--- config.mk ---
export PLATFORM = sky130hd
export DESIGN_NAME = level_recorder
export DESIGN_NICKNAME = d
export VERILOG_FILES = /design/src/rtl/piano_pkg.sv /design/src/rtl/level_recorder_slot_timer.sv /design/src/rtl/level_recorder.sv
export SDC_FILE = /design/constraint.sdc
export NUM_CORES = 1
export LEC_CHECK = 0
export CAP_MARGIN = 20
export CORE_MARGIN = 5
export CORE_UTILIZATION = 35
export DETAILED_ROUTE_END_ITERATION = 12
export GPL_TIMING_DRIVEN = 0
export HOLD_SLACK_MARGIN = 0.06
export PLACE_DENSITY = 0.64
export SLEW_MARGIN = 0
export SYNTH_ARGS = -nofsm -noshare
export SYNTH_HDL_FRONTEND = slang
export SYNTH_HIERARCHICAL = 1
export SYNTH_SLANG_ARGS = --single-unit
--- constraint.sdc ---
create_clock -name clock -period 2.05 [get_ports clock]
set_clock_uncertainty 0.1 [all_clocks]
set_input_delay 0.41 -clock clock [delete_from_list [all_inputs] [get_ports clock]]
set_output_delay 0.41 -clock clock [all_outputs]
set_load 0.01 [all_outputs]
--- src/rtl/piano_pkg.sv ---
// Shared level-code types for the recorder (writer) and input handler (reader).
// Latency: n/a (types and constants only).
// Backpressure: n/a.
package piano_pkg;

    localparam int LEVEL_SLOTS = 12;

    typedef logic [LEVEL_SLOTS-1:0] level_code_t;

    typedef enum logic {
        REC_IDLE   = 1'b0,
        REC_RECORD = 1'b1
    } rec_state_t;

endpackage

--- src/rtl/level_recorder_slot_timer.sv ---
// Slot tick counter: counts enabled cycles and flags the last tick of each slot.
// Latency: slot_end is combinational on the counter value; the count wraps on the same edge.
// Backpressure: none; enable freezes the count, clear forces it to zero.
//
// Ports:
//   clock, resetn  rising-edge clock, synchronous active-low reset
//   enable         count this cycle
//   clear          force the count to zero (takes priority over enable)
//   slot_end       high on the final tick of a slot while enabled
module slot_timer #(
    parameter int TICKS_PER_SLOT = 25000000,
    parameter int CNT_W          = 26
) (
    input  logic clock,
    input  logic resetn,
    input  logic enable,
    input  logic clear,
    output logic slot_end
);

    localparam logic [CNT_W-1:0] LAST_TICK = CNT_W'(TICKS_PER_SLOT - 1);

    logic [CNT_W-1:0] tick_count;

    assign slot_end = enable && (tick_count == LAST_TICK);

    always_ff @(posedge clock) begin
        if (!resetn || clear) begin
            tick_count <= '0;
        end else if (enable) begin
            if (slot_end) begin
                tick_count <= '0;
            end else begin
                tick_count <= tick_count + 1'b1;
            end
        end
    end

endmodule

--- src/rtl/level_recorder.sv ---
// Records key presses over SLOTS beat slots into a level code, slot 0 in the MSB.
// Latency: SLOTS*TICKS_PER_SLOT cycles from the cycle after start to the code_valid pulse.
// Backpressure: none; start is ignored while busy, abort drops the recording in progress.
//
// Ports:
//   clock, resetn  rising-edge clock, synchronous active-low reset
//   start, abort   one-cycle command pulses
//   user_input     debounced key level
//   level_code     last completed recording (held between recordings)
//   code_valid     one-cycle pulse when level_code updates
//   busy           high while recording
//   slot_idx       current slot number
//   beat           slot-start pulse, only built when LEVEL_RECORDER_METRONOME_EN is
//                  defined; tied low otherwise
module level_recorder
    import piano_pkg::*;
#(
    parameter int SLOTS          = LEVEL_SLOTS,
    parameter int TICKS_PER_SLOT = 25000000,
    parameter int CNT_W          = 26
) (
    input  logic             clock,
    input  logic             resetn,
    input  logic             start,
    input  logic             abort,
    input  logic             user_input,
    output logic [SLOTS-1:0] level_code,
    output logic             code_valid,
    output logic             busy,
    output logic [3:0]       slot_idx,
    output logic             beat
);

    localparam logic [3:0] LAST_SLOT = 4'(SLOTS - 1);

    rec_state_t       state;
    // Holds completed slots only; the in-progress slot lives in hit, so the
    // final code is {shift, hit} and no shifted-out bit is ever stored.
    logic [SLOTS-2:0] shift;
    logic             hit;
    logic             key_prev;
    logic             key_rise;
    logic             recording;
    logic             slot_end;

    assign recording = (state == REC_RECORD);
    assign key_rise  = user_input & ~key_prev;

    slot_timer #(
        .TICKS_PER_SLOT(TICKS_PER_SLOT),
        .CNT_W         (CNT_W)
    ) u_slot_timer (
        .clock   (clock),
        .resetn  (resetn),
        .enable  (recording),
        .clear   (!recording),
        .slot_end(slot_end)
    );

    always_ff @(posedge clock) begin
        if (!resetn) begin
            state      <= REC_IDLE;
            level_code <= '0;
            code_valid <= 1'b0;
            busy       <= 1'b0;
            slot_idx   <= '0;
            shift      <= '0;
            hit        <= 1'b0;
            key_prev   <= 1'b0;
        end else begin
            // Tracks the key even when idle so a key held across start is not a press.
            key_prev   <= user_input;
            code_valid <= 1'b0;
            case (state)
                REC_IDLE: begin
                    if (start) begin
                        state    <= REC_RECORD;
                        busy     <= 1'b1;
                        slot_idx <= '0;
                        shift    <= '0;
                        hit      <= 1'b0;
                    end
                end
                REC_RECORD: begin
                    if (abort) begin
                        state    <= REC_IDLE;
                        busy     <= 1'b0;
                        slot_idx <= '0;
                    end else if (slot_end) begin
                        // A rise on the boundary cycle belongs to the next slot.
                        hit <= key_rise;
                        if (slot_idx == LAST_SLOT) begin
                            level_code <= {shift, hit};
                            code_valid <= 1'b1;
                            state      <= REC_IDLE;
                            busy       <= 1'b0;
                            slot_idx   <= '0;
                        end else begin
                            shift    <= {shift[SLOTS-3:0], hit};
                            slot_idx <= slot_idx + 4'd1;
                        end
                    end else if (key_rise) begin
                        hit <= 1'b1;
                    end
                end
                default: state <= REC_IDLE;
            endcase
        end
    end

`ifdef LEVEL_RECORDER_METRONOME_EN
    logic beat_q;

    // Fires on the first cycle of every slot: after an accepted start and after
    // each non-final, non-aborted slot boundary.
    always_ff @(posedge clock) begin
        if (!resetn) begin
            beat_q <= 1'b0;
        end else begin
            beat_q <= (!recording && start) ||
                      (recording && !abort && slot_end && (slot_idx != LAST_SLOT));
        end
    end

    assign beat = beat_q;
`else
    assign beat = 1'b0;
`endif

endmodule

==> impl_metrics.json <==
{
  "end_kind": "flop",
  "holdCritPathClass": "flop to flop",
  "fmax_ghz": 0.4555,
  "remaining_drc_errors": 0,
  "crit_path_max_fanout": 5,
  "crit_path_start_kind": "flop",
  "place_inst": 426,
  "p_per_area_nw_per_um2": 725.9,
  "fin_crit_sh": 1.071,
  "synthAdderAreaFrac": 0.009238,
  "die-height_um": 97.98,
  "muxShareOfSynthArea": 0.04434,
  "htreeDepth": 3,
  "synth-async-reset-ratio": 0,
  "nFillCells": 734,
  "place_congestion": 0.8368,
  "fin_util": 0.4617,
  "dr_total_vias": 2415,
  "crit_required_ns": 2.17,
  "cp_slowest_stage_delay_ns": 0.36,
  "cts_buffers": 9,
  "synth_top_family_by_area": "simple AND/OR/NAND/NOR gates",
  "antenna_found_initial": 0,
  "ios": 24,
  "coreArea_um2": 7647,
  "status": "finished with violations",
  "fin_crit_ns": 2.196,
  "cts-root-buf": "clkbuf_8",
  "diodes": 0,
  "rsz0062_at_grt": "yes",
  "clk_pin_slew_ns": 0.07,
  "fin_ws_ns": -0.1456,
  "grt_pass1_vias": 2300,
  "final_area_um2": 3531,
  "final_cells": 454,
  "finalPower_mw": 2.563,
  "slew_headroom": 0.6707,
  "synthCells": 302,
  "synth_top_area_frac": 0.4286,
  "layout-drive-gt1-share": 0.2102,
  "finalHoldViolations": 0,
  "die_area_um2": 9599,
  "synth_edf_count": 0,
  "cts_hold_buf": 0,
  "drt_wl_total_um": 6328,
  "overflow": 0,
  "drtAntennaViolNets": 0,
  "r2r_slack_ns": -0.15,
  "drv_slew": 0,
  "ys_types": 53,
  "critical_path_arrival_ns": 2.32,
  "yosysWarnings": 6,
  "clock_latency_ns": 0.34,
  "p_leak_nw": 1.119,
  "synth_nets": 309,
  "synth_area_per_cell_um2": 8.970,
  "path_cells": "nor4bb_4, nand4_1, nor3_4, nand3b_1, buf_4, o211ai_1, a21oi_1",
  "placed_cell_area_um2": 3073,
  "dp_hpwl_um": 4072,
  "cp_slowest_cell": "dfxtp_4",
  "setup_viol_count_final": 25,
  "cap_viol_max_count": 0,
  "tightest_slew_ns": 0.4888,
  "clock_sinks": 58,
  "io_buffers": 22,
  "start_util": 0.3542,
  "area_growth_pct": 30.35,
  "yosys.area_share.simple": 0.2711,
  "synth_top_area_cell": "dfxtp_1",
  "ys_seq_area_frac": 0.4286,
  "violations": "setup timing",
  "die_w_um": 97.98,
  "clk_path_buf_depth": 2,
  "yosys_register_bits": 58,
  "grt_usage": 0.1338,
  "wl_per_cell_um": 13.94,
  "critPathKind": "flop to flop",
  "synth-compound-area-share": 0.1473,
  "drt_iter0_drc": 82,
  "std_cell_rows": 32,
  "synth-main-ff-cell": "dfxtp_1",
  "synth_xor_area_frac": 0.03880,
  "totalNegativeSetupSlack_ns": -1.621,
  "netlist_area_um2": 2709,
  "tritoncts": "yes",
  "synth.area.top_cells": "dfxtp_1 43%, nand2_1 5.0%, a21oi_1 4.8%",
  "routed_via_density": 5.319,
  "dr.pass1.iters": 5,
  "peakVddDrop_v": 0.0005053,
  "grt_max_degree": 11,
  "nets": 354,
  "grt_pass1_wl_um": 10650
}
kinds of logic after synthesis:
| kind of cell | Yosys count |
|---|---|
| buffers and inverters | 26 |
| flip-flops | 58 |
| AND/OR/NAND/NOR | 129 |
| adder cells (fa/ha/maj) | 2 |
| multiplexers | 12 |
| other | 1 |
| XOR/XNOR | 12 |
| AO/OA/AOI/OAI | 62 |
power breakdown:
group	switching, mW	internal (mW)
Sequential	0.00576	1.13
Clock	0.465	0.875
Combinational	0.0541	0.0343
Total	0.525	2.04
layout by cell type (no fill, tap or decap), types with 11 or more instances in the layout:
cell type,n
a21oi_1,26
mux2i_1,12
o211ai_1,11
buf_4,14
dfxtp_1,49
clkdlybuf4s50_1,22
clkbuf_8,11
nand2_1,36
nand3_1,21
nor2_1,14
critical path: cells and delay by family, from the launching register on:
family          cells  cell delay (ns)
simple gates        4             1.08
flops               1             0.36
compound gates      2             0.32
buf+inv             1             0.21
flip-flops by register name, summed over array words and instances, names as in the netlist:
register	flops
hit	1
recording	1
code_valid	1
level_code	12
slot_idx	4
key_prev	1
busy	1
shift	11
u_slot_timer/tick_count	26
worst paths after layout:
check                                    from             to  depth (start not counted)
setup reg to reg  u_slot_timer/tick_count[11]      shift[10]                          7
hold reg to reg                 level_code[8]  level_code[8]                          2
hold / removal                  level_code[8]  level_code[8]                          2
setup / recovery  u_slot_timer/tick_count[11]      shift[10]                          7
cell usage after synthesis, types with 2 or more instances:
library cell	n
a21oi_1	26
a32oi_1	2
and2_1	2
and4_1	2
and4_4	2
buf_2	6
buf_4	2
buf_6	4
clkbuf_1	4
dfxtp_1	58
ha_1	2
inv_1	7
mux2i_1	12
nand2_1	36
nand2b_1	4
nand3_1	23
nand3b_1	2
nand4_1	6
nand4_4	2
nor2_1	14
nor2b_1	2
nor3_1	6
nor4_1	3
o211ai_1	11
o21ai_0	7
o22ai_1	2
o311ai_0	2
o31ai_1	7
or3_1	7
or4_1	6
xnor2_1	7
xor2_1	5
timing repair:
item	in CTS	in global routing
gates cloned	0	2
resized for setup	13	18
setup buffers	4	7
endpoints found under the setup margin	29	45
pin swaps	3	14
layout make-up:
cell class	count	area, um^2	share of cell area
Buffer	17	127.6	0.03614
Clock buffer	12	155.1	0.04394
Clock inverter	4	97.59	0.02764
Inverter	8	30.03	0.008505
Multi-Input combinational cell	218	1476	0.4181
Sequential cell	58	1177	0.3335
Tap cell	102	127.6	0.03614
Timing Repair Buffer	35	339.1	0.09603
routing by layer:
layer | part of all wire | wire, um | global-route usage
met1 | 0.46 | 2909 | 0.1664
met2 | 0.49 | 3092 | 0.2147
met3 | 0.031 | 198 | 0.04214
met4 | 0.020 | 127 | 0.05431
met5 | 0 | 0 | 0
per-stage QoR:
stage / setup slack (ns) / hold WS [ns]
6_report: -0.1456 / 0.3594
5_1_grt: -0.2444 / 0.3940
4_1_cts: 0.004880 / 0.3661
3_5_place_dp: -0.2397 / 0.3534
3_3_place_gp: -0.2470 / 0.3463
2_1_floorplan: 0.04134 / 0.3385
Note: power is estimated with default switching activity, not from simulation.
